`config.mk`:
```
export PLATFORM = sky130hd
export DESIGN_NAME = hdd_sector_server_flat
export DESIGN_NICKNAME = d
export VERILOG_FILES = /design/src/rtl/hdd_pkg.sv /design/src/rtl/hdd_sector_server_if.sv /design/src/rtl/hdd_req_edge.sv /design/src/rtl/hdd_sector_server.sv /design/src/flat_wrapper.sv
export SDC_FILE = /design/constraint.sdc
export NUM_CORES = 1
export LEC_CHECK = 0
export ABC_AREA = 1
export BUFFER_PORTS_ARGS = -buffer_cell sky130_fd_sc_hd__buf_2
export CAP_MARGIN = 15
export CELL_PAD_IN_SITES_DETAIL_PLACEMENT = 0
export CELL_PAD_IN_SITES_GLOBAL_PLACEMENT = 2
export CORE_MARGIN = 2
export CORE_UTILIZATION = 27
export DETAILED_ROUTE_END_ITERATION = 7
export PLACE_DENSITY = 0.88
export SYNTH_ARGS = -nofsm -noshare
export SYNTH_HDL_FRONTEND = slang
export SYNTH_SLANG_ARGS = --single-unit
```
`constraint.sdc`:
```
create_clock -name clk_sys -period 4.1 [get_ports clk_sys]
set_clock_uncertainty 0.15 [all_clocks]
set_input_delay 0.41 -clock clk_sys [delete_from_list [all_inputs] [get_ports clk_sys]]
set_output_delay 0.41 -clock clk_sys [all_outputs]
set_load 0.01 [all_outputs]
```
`src/rtl/hdd_pkg.sv`:
```
// Shared types and constants for the HDD sector server.
package hdd_pkg;

  localparam int unsigned SECTOR_BYTES = 512;
  localparam int unsigned BUF_AW       = 9;
  localparam int unsigned LBA_W        = 32;
  localparam int unsigned SEC_W        = 16;
  localparam int unsigned DATA_W       = 8;
  localparam int unsigned CNT_W        = 10;
  localparam int unsigned TMO_W        = 24;

  typedef enum logic [1:0] {
    ST_IDLE,
    ST_REQ,
    ST_XFER,
    ST_DONE
  } hdd_state_e;

endpackage

```
`src/rtl/hdd_sector_server_if.sv`:
```
// HDD card buffer port plus host block-device port of the sector server.
interface hdd_sector_server_if;
  import hdd_pkg::*;

  logic [SEC_W-1:0]  hdd_sector;
  logic              hdd_read;
  logic              hdd_write;
  logic [BUF_AW-1:0] hdd_ram_addr;
  logic [DATA_W-1:0] hdd_ram_di;
  logic [DATA_W-1:0] hdd_ram_do;
  logic              hdd_ram_we;
  logic [LBA_W-1:0]  blk_lba;
  logic              blk_rd;
  logic              blk_wr;
  logic              blk_ack;
  logic [BUF_AW-1:0] blk_buff_addr;
  logic [DATA_W-1:0] blk_buff_dout;
  logic              blk_buff_wr;
  logic [DATA_W-1:0] blk_buff_din;
  logic              busy;
  logic              err;

  modport master (
    input  hdd_sector, hdd_read, hdd_write, hdd_ram_do,
           blk_ack, blk_buff_addr, blk_buff_dout, blk_buff_wr,
    output hdd_ram_addr, hdd_ram_di, hdd_ram_we, blk_lba, blk_rd, blk_wr,
           blk_buff_din, busy, err
  );

  modport slave (
    output hdd_sector, hdd_read, hdd_write, hdd_ram_do,
           blk_ack, blk_buff_addr, blk_buff_dout, blk_buff_wr,
    input  hdd_ram_addr, hdd_ram_di, hdd_ram_we, blk_lba, blk_rd, blk_wr,
           blk_buff_din, busy, err
  );

endinterface

```
`src/rtl/hdd_req_edge.sv`:
```
// Rising-edge detector for an HDD request level; history clears in reset.
module hdd_req_edge (
  input  logic clk,
  input  logic rst_n,
  input  logic level,
  output logic rise_c
);

  logic level_q;

  always_ff @(posedge clk or negedge rst_n) begin
    if (!rst_n) level_q <= 1'b0;
    else        level_q <= level;
  end

  assign rise_c = level & ~level_q;

endmodule

```
`src/rtl/hdd_sector_server.sv`:
```
// Bridges HDD slot-card sector requests onto a host block device.
// Optional watchdog enabled by defining HDD_TIMEOUT_EN.
module hdd_sector_server
  import hdd_pkg::*;
#(
  parameter logic [LBA_W-1:0] LBA_BASE       = 32'h0,
  parameter logic [TMO_W-1:0] TIMEOUT_CYCLES = 24'hFFFFFF
) (
  input logic                 clk_sys,
  input logic                 reset_n,
  hdd_sector_server_if.master bus
);

  hdd_state_e        state_q, state_d;
  logic              dir_rd_q, dir_rd_d;
  logic [CNT_W-1:0]  cnt_q, cnt_d;
  logic [LBA_W-1:0]  lba_q, lba_d;
  logic              blk_rd_q, blk_rd_d;
  logic              blk_wr_q, blk_wr_d;
  logic              busy_q, busy_d;
  logic [BUF_AW-1:0] ram_addr_q, ram_addr_d;
  logic [DATA_W-1:0] ram_di_q, ram_di_d;
  logic              ram_we_q, ram_we_d;
  logic              tmo_hit_c;
  logic              rd_rise_c, wr_rise_c;
`ifdef HDD_TIMEOUT_EN
  logic [TMO_W-1:0]  tmo_q, tmo_d;
  logic              err_q, err_d;
`endif

  hdd_req_edge u_rd_edge (.clk(clk_sys), .rst_n(reset_n), .level(bus.hdd_read),  .rise_c(rd_rise_c));
  hdd_req_edge u_wr_edge (.clk(clk_sys), .rst_n(reset_n), .level(bus.hdd_write), .rise_c(wr_rise_c));

  always_comb begin
    state_d    = state_q;
    dir_rd_d   = dir_rd_q;
    cnt_d      = cnt_q;
    lba_d      = lba_q;
    blk_rd_d   = blk_rd_q;
    blk_wr_d   = blk_wr_q;
    busy_d     = busy_q;
    ram_addr_d = ram_addr_q;
    ram_di_d   = ram_di_q;
    ram_we_d   = 1'b0;
    tmo_hit_c  = 1'b0;
`ifdef HDD_TIMEOUT_EN
    err_d      = err_q;
    tmo_hit_c  = ((state_q == ST_REQ) || (state_q == ST_XFER)) &&
                 (tmo_q == TIMEOUT_CYCLES - TMO_W'(1));
`endif

    case (state_q)
      ST_IDLE: begin
        // Read wins a simultaneous edge; the write edge is simply lost
        if (rd_rise_c || wr_rise_c) begin
          dir_rd_d = rd_rise_c;
          lba_d    = LBA_W'(bus.hdd_sector) + LBA_BASE;
          blk_rd_d = rd_rise_c;
          blk_wr_d = ~rd_rise_c;
          busy_d   = 1'b1;
          state_d  = ST_REQ;
`ifdef HDD_TIMEOUT_EN
          err_d    = 1'b0;
`endif
        end
      end
      ST_REQ: begin
        if (tmo_hit_c || bus.blk_ack) begin
          blk_rd_d = 1'b0;
          blk_wr_d = 1'b0;
          state_d  = tmo_hit_c ? ST_DONE : ST_XFER;
`ifdef HDD_TIMEOUT_EN
          err_d    = err_q | tmo_hit_c;
`endif
        end
      end
      ST_XFER: begin
        if (tmo_hit_c || !bus.blk_ack) begin
          state_d = ST_DONE;
`ifdef HDD_TIMEOUT_EN
          err_d   = err_q | tmo_hit_c;
`endif
        end else if (dir_rd_q) begin
          // Bytes past one sector are swallowed so the card buffer is never overrun
          if (bus.blk_buff_wr && (cnt_q < CNT_W'(SECTOR_BYTES))) begin
            ram_we_d   = 1'b1;
            ram_addr_d = bus.blk_buff_addr;
            ram_di_d   = bus.blk_buff_dout;
            cnt_d      = cnt_q + CNT_W'(1);
          end
        end else begin
          ram_addr_d = bus.blk_buff_addr;
        end
      end
      ST_DONE: begin
        busy_d  = 1'b0;
        cnt_d   = '0;
        state_d = ST_IDLE;
      end
      default: state_d = ST_IDLE;
    endcase

`ifdef HDD_TIMEOUT_EN
    // Watchdog restarts on every state change and only runs while waiting on the host
    if ((state_d != state_q) || !((state_q == ST_REQ) || (state_q == ST_XFER)))
      tmo_d = '0;
    else
      tmo_d = tmo_q + TMO_W'(1);
`endif
  end

  always_ff @(posedge clk_sys or negedge reset_n) begin
    if (!reset_n) begin
      state_q    <= ST_IDLE;
      dir_rd_q   <= 1'b0;
      cnt_q      <= '0;
      lba_q      <= '0;
      blk_rd_q   <= 1'b0;
      blk_wr_q   <= 1'b0;
      busy_q     <= 1'b0;
      ram_addr_q <= '0;
      ram_di_q   <= '0;
      ram_we_q   <= 1'b0;
`ifdef HDD_TIMEOUT_EN
      tmo_q      <= '0;
      err_q      <= 1'b0;
`endif
    end else begin
      state_q    <= state_d;
      dir_rd_q   <= dir_rd_d;
      cnt_q      <= cnt_d;
      lba_q      <= lba_d;
      blk_rd_q   <= blk_rd_d;
      blk_wr_q   <= blk_wr_d;
      busy_q     <= busy_d;
      ram_addr_q <= ram_addr_d;
      ram_di_q   <= ram_di_d;
      ram_we_q   <= ram_we_d;
`ifdef HDD_TIMEOUT_EN
      tmo_q      <= tmo_d;
      err_q      <= err_d;
`endif
    end
  end

  assign bus.hdd_ram_addr = ram_addr_q;
  assign bus.hdd_ram_di   = ram_di_q;
  assign bus.hdd_ram_we   = ram_we_q;
  assign bus.blk_lba      = lba_q;
  assign bus.blk_rd       = blk_rd_q;
  assign bus.blk_wr       = blk_wr_q;
  assign bus.busy         = busy_q;
  // Buffer read data is already registered inside the card RAM; gate it to the write transfer
  assign bus.blk_buff_din = ((state_q == ST_XFER) && !dir_rd_q) ? bus.hdd_ram_do : '0;
`ifdef HDD_TIMEOUT_EN
  assign bus.err = err_q;
`else
  assign bus.err = 1'b0;
`endif

endmodule
```
`src/flat_wrapper.sv`:
```
// flat-port wrapper written by rule: the top's interface ports become plain ports
module hdd_sector_server_flat import hdd_pkg::*;
#(
  parameter logic [LBA_W-1:0] LBA_BASE       = 32'h0,
  parameter logic [TMO_W-1:0] TIMEOUT_CYCLES = 24'hFFFFFF
)
  (clk_sys, reset_n, bus_hdd_sector, bus_hdd_read, bus_hdd_write, bus_hdd_ram_do, bus_blk_ack, bus_blk_buff_addr, bus_blk_buff_dout, bus_blk_buff_wr, bus_hdd_ram_addr, bus_hdd_ram_di, bus_hdd_ram_we, bus_blk_lba, bus_blk_rd, bus_blk_wr, bus_blk_buff_din, bus_busy, bus_err);
  hdd_sector_server_if bus_i ();
  input logic clk_sys;
  input logic reset_n;
  input wire logic [$bits(bus_i.hdd_sector)-1:0] bus_hdd_sector;
  input wire logic [$bits(bus_i.hdd_read)-1:0] bus_hdd_read;
  input wire logic [$bits(bus_i.hdd_write)-1:0] bus_hdd_write;
  input wire logic [$bits(bus_i.hdd_ram_do)-1:0] bus_hdd_ram_do;
  input wire logic [$bits(bus_i.blk_ack)-1:0] bus_blk_ack;
  input wire logic [$bits(bus_i.blk_buff_addr)-1:0] bus_blk_buff_addr;
  input wire logic [$bits(bus_i.blk_buff_dout)-1:0] bus_blk_buff_dout;
  input wire logic [$bits(bus_i.blk_buff_wr)-1:0] bus_blk_buff_wr;
  output wire logic [$bits(bus_i.hdd_ram_addr)-1:0] bus_hdd_ram_addr;
  output wire logic [$bits(bus_i.hdd_ram_di)-1:0] bus_hdd_ram_di;
  output wire logic [$bits(bus_i.hdd_ram_we)-1:0] bus_hdd_ram_we;
  output wire logic [$bits(bus_i.blk_lba)-1:0] bus_blk_lba;
  output wire logic [$bits(bus_i.blk_rd)-1:0] bus_blk_rd;
  output wire logic [$bits(bus_i.blk_wr)-1:0] bus_blk_wr;
  output wire logic [$bits(bus_i.blk_buff_din)-1:0] bus_blk_buff_din;
  output wire logic [$bits(bus_i.busy)-1:0] bus_busy;
  output wire logic [$bits(bus_i.err)-1:0] bus_err;
  assign bus_i.hdd_sector = bus_hdd_sector;
  assign bus_i.hdd_read = bus_hdd_read;
  assign bus_i.hdd_write = bus_hdd_write;
  assign bus_i.hdd_ram_do = bus_hdd_ram_do;
  assign bus_i.blk_ack = bus_blk_ack;
  assign bus_i.blk_buff_addr = bus_blk_buff_addr;
  assign bus_i.blk_buff_dout = bus_blk_buff_dout;
  assign bus_i.blk_buff_wr = bus_blk_buff_wr;
  assign bus_hdd_ram_addr = bus_i.hdd_ram_addr;
  assign bus_hdd_ram_di = bus_i.hdd_ram_di;
  assign bus_hdd_ram_we = bus_i.hdd_ram_we;
  assign bus_blk_lba = bus_i.blk_lba;
  assign bus_blk_rd = bus_i.blk_rd;
  assign bus_blk_wr = bus_i.blk_wr;
  assign bus_blk_buff_din = bus_i.blk_buff_din;
  assign bus_busy = bus_i.busy;
  assign bus_err = bus_i.err;
  hdd_sector_server #(.LBA_BASE(LBA_BASE), .TIMEOUT_CYCLES(TIMEOUT_CYCLES)) u_core (.clk_sys(clk_sys), .reset_n(reset_n), .bus(bus_i));
endmodule
```
==> results.yml <==
run_status:
  status: "finished, final reports clean"
worst_setup_path:
  arrival_ns: 1.54
  timing.critical_path.slowest_stage_cell: "sky130_fd_sc_hd__dfrtp_1"
  critical_path.n_buffers_inverters: 2
  worst_stage_delay_on_the_critical_path_ns: 0.42
  worst-path-max-fanout: 8
  cp_data_required_time_ns: 3.54
  crit_path_start_kind: "flop"
  path_delay_family: "flip-flops"
  crit_type: "reg2out"
  end_kind: "output port"
  critical_path.cell_chain: "inv_1 -> ha_1 -> nand2_1 -> nor2_1 -> buf_2"
synthesis:
  synth_warnings: 0
  synth-xor-area-share_pct: 0
  number_of_flops_mapped_to_enable_cells_by_yosys: 0
  synth_compound_gate_area_share_pct: 5.186
  top_area_cell_type_share_of_the_netlist_area_pct: 52.37
  yosys.cell_types.count: 26
  asyncSetResetFlopFracSynth_pct: 100.0
  synth_seq_cells: 52
  synth_flop_cell: "sky130_fd_sc_hd__dfrtp_1"
  synth_top_cell_by_area: "sky130_fd_sc_hd__dfrtp_1"
  biggest_area_contributors_in_the_synthesized_netlist: "sky130_fd_sc_hd__dfrtp_1 52%, sky130_fd_sc_hd__nand2_1 18%, sky130_fd_sc_hd__buf_4 5.4%"
  syn_area_per_cell_um2: 8.147
  muxShareOfSynthArea_pct: 0
  synth_top_family_by_area: "simple AND/OR/NAND/NOR gates"
  synth_cells: 305
  syn-cell-area_um2: 2485
  simple_gate_share_of_the_synthesized_area_pct: 26.44
  post_synth_fa_ha_maj_area_fraction_pct: 3.021
  synth-seq-area-share_pct: 52.37
global_route:
  global_route.peak_usage_layer: "met2"
  largest_net_degree_at_the_start_of_global_routing: 30
  number_of_antenna_violations_at_the_first_check_in_global_routing: 0
  globalRouteMet3Util_pct: 3.552
  grt_first_pass_wirelength_mm: 9.308
  via_count_of_the_first_global_routing_pass: 2126
  met2_usage_grt_pct: 20.43
  grt.total_usage_pct: 11.40
  aggregate_global_routing_overflow: 0
  grtUsageMet1_pct: 13.41
clock_tree:
  clk-insertion-delay-late_ns: 0.30
  clk_pin_slew_worst_paths_ns: 0.10
  cts_buffer_depth: 2
  cts_htree_levels: 2
  post_cts.repair.setup_buffers: 0
  cts-root-buf: "sky130_fd_sc_hd__clkbuf_8"
  numCtsBuffers: 5
  clock_sink_count: 52
  cts.repair.resized: 0
  cts_hold_buffers: 1
  tritoncts: "built"
finish:
  drive_gt1_share_pct: 26.57
  n_antenna_cell: 0
  mostFrequentLayoutCells: "117 x sky130_fd_sc_hd__nand2_1, 91 x sky130_fd_sc_hd__buf_2, 52 x sky130_fd_sc_hd__dfrtp_1, 36 x sky130_fd_sc_hd__inv_1, 23 x sky130_fd_sc_hd__nor2_1"
  finalNetCount: 452
  syn2layout_area_growth_pct: 25.13
  n_fill_cell: 967
  final_common_cell: "sky130_fd_sc_hd__nand2_1"
  multi_input_comb_area_um2: 924.6
  ff_latch_area_um2: 1301
floorplanning:
  die-height_um: 99.94
  pin_count: 109
  initial_core_utilization_pct: 27.41
  core_area_um2: 9065
  floorplan.rows: 35
  floorplan.die_area_um2: 9987
  chipWidth_um: 99.94
min_path:
  timing.hold.worst.class: "in2reg"
sta:
  max_slew.worst_pin.slew_ns: 0.6161
  max_clock_freq_mhz: 475.7
  drv_slew: 0
  timing.slew.headroom_pct: 58.92
  crit_path_setup_slack_layout_ns: 1.998
  finalHoldViolCount: 0
  tns_ns: 0
  finalCritPeriodShare_pct: 51.27
  setup_viol: 0
  rsz0062_at_grt: "no"
  min_period_ns: 2.102
placement:
  post-dp-hpwl_mm: 4.122
  placer_congestion: 0.8472
  place.port_buffers: 91
  post-place-ws_ns: 2.095
detailed_routing:
  drt_iter0_drc: 67
  drt.antenna.violating_nets: 0
  totalWireLength_mm: 5.416
  viasPerCell: 4.114
  wl_per_cell_um: 10.62
  first_pass_iters: 4
  via_count: 2098
  detail_route.drc_violations: 0
power_and_ir_drop:
  cellPowerDensity_nw_per_um2: 639.1
  vdd_ir_max_v: 0.0002290
  total_leakage_power_nw: 1.866
job:
  max_cap_viols: 0
==> metal layers <==
metal  wire length [um]  vias to the layer above  share of wire (%)
met5                  0                        -                  0
met4                 46                        0               0.85
met3                312                        5                5.8
met2               2805                       50                 52
met1               2252                      965                 42
li1                   -                     1078                  -
==> through the flow <==
step                      total power, W  area, um2  util, %  hold WS (ns)  std cells
after floorplan                 0.001323       2545        -      -0.03559        321
after global placement          0.001594       2970    32.77        0.2891        502
after detailed placement        0.001609       2970    32.77        0.3016        502
after CTS                       0.002027       3109    34.30       0.06926        510
after global routing            0.002177       3109    34.30       0.05699        510
final                           0.001987       3109    34.30       0.07622        510
==> state kept, by name (all words and copies together), names as in the netlist <==
register / cells
u_core.u_wr_edge.level_q: 1
u_core.bus.blk_lba: 16
u_core.bus.hdd_ram_we: 1
u_core.u_rd_edge.level_q: 1
u_core.bus.blk_wr: 1
u_core.dir_rd_q: 1
u_core.bus.hdd_ram_di: 8
u_core.bus.blk_rd: 1
u_core.cnt_q: 10
u_core.bus.busy: 1
u_core.bus.hdd_ram_addr: 9
u_core.state_q: 2
==> cell families after synthesis <==
| logic type | Yosys count |
|---|---|
| AO/OA/AOI/OAI | 24 |
| buffers and inverters | 60 |
| other | 1 |
| AND/OR/NAND/NOR | 162 |
| flip-flops | 52 |
| adder cells (fa/ha/maj) | 6 |
==> report_power, final <==
group          leakage, nW  total (W)  switching (W)  internal, W
registers            0.669   0.000815       0.000105     0.000710
logic                 1.13   0.000763       0.000469     0.000294
clock network       0.0642   0.000409       0.000169     0.000240
total                 1.87    0.00199       0.000744      0.00124
==> layout make-up <==
class,instances,share of cell area (%)
inverters,38,4.588
clock inverters,2,1.932
well taps,111,4.467
multi-input cells,209,29.74
clock buffers,5,2.213
repair buffers,93,15.21
flip-flops and latches,52,41.85
==> worst paths after layout <==
path | startpoint | to | slack [ns] | cells after the start
min in group asynchronous | reset_n | u_core.bus.blk_lba[15]$_DFFE_PN0P_ | 0.49 | 2
worst min-delay path | bus_hdd_write | u_core.u_wr_edge.level_q$_DFF_PN0_ | 0.08 | 1
worst max register to register | u_core.state_q[0]$_DFFE_PN0P_ | u_core.cnt_q[9]$_DFFE_PN0P_ | 2.10 | 8
max in group asynchronous | reset_n | u_core.bus.hdd_ram_addr[1]$_DFFE_PN0P_ | 2.50 | 3
worst min register to register | u_core.bus.blk_lba[7]$_DFFE_PN0P_ | u_core.bus.blk_lba[7]$_DFFE_PN0P_ | 0.33 | 2
worst max-delay path | u_core.state_q[0]$_DFFE_PN0P_ | bus_blk_buff_din[3] | 2.00 | 5
==> synth_stat cells (2+ instances only) <==
cell                      instances
sky130_fd_sc_hd__inv_1           36
sky130_fd_sc_hd__nand2_1        117
sky130_fd_sc_hd__nand4_1          2
sky130_fd_sc_hd__a21oi_1          7
sky130_fd_sc_hd__nand2_2          2
sky130_fd_sc_hd__nor2_1          23
sky130_fd_sc_hd__o21ai_0         13
sky130_fd_sc_hd__nand3_1         14
sky130_fd_sc_hd__dfrtp_1         52
sky130_fd_sc_hd__buf_4           18
sky130_fd_sc_hd__ha_1             6
Note: power is estimated with default switching activity, not from simulation.
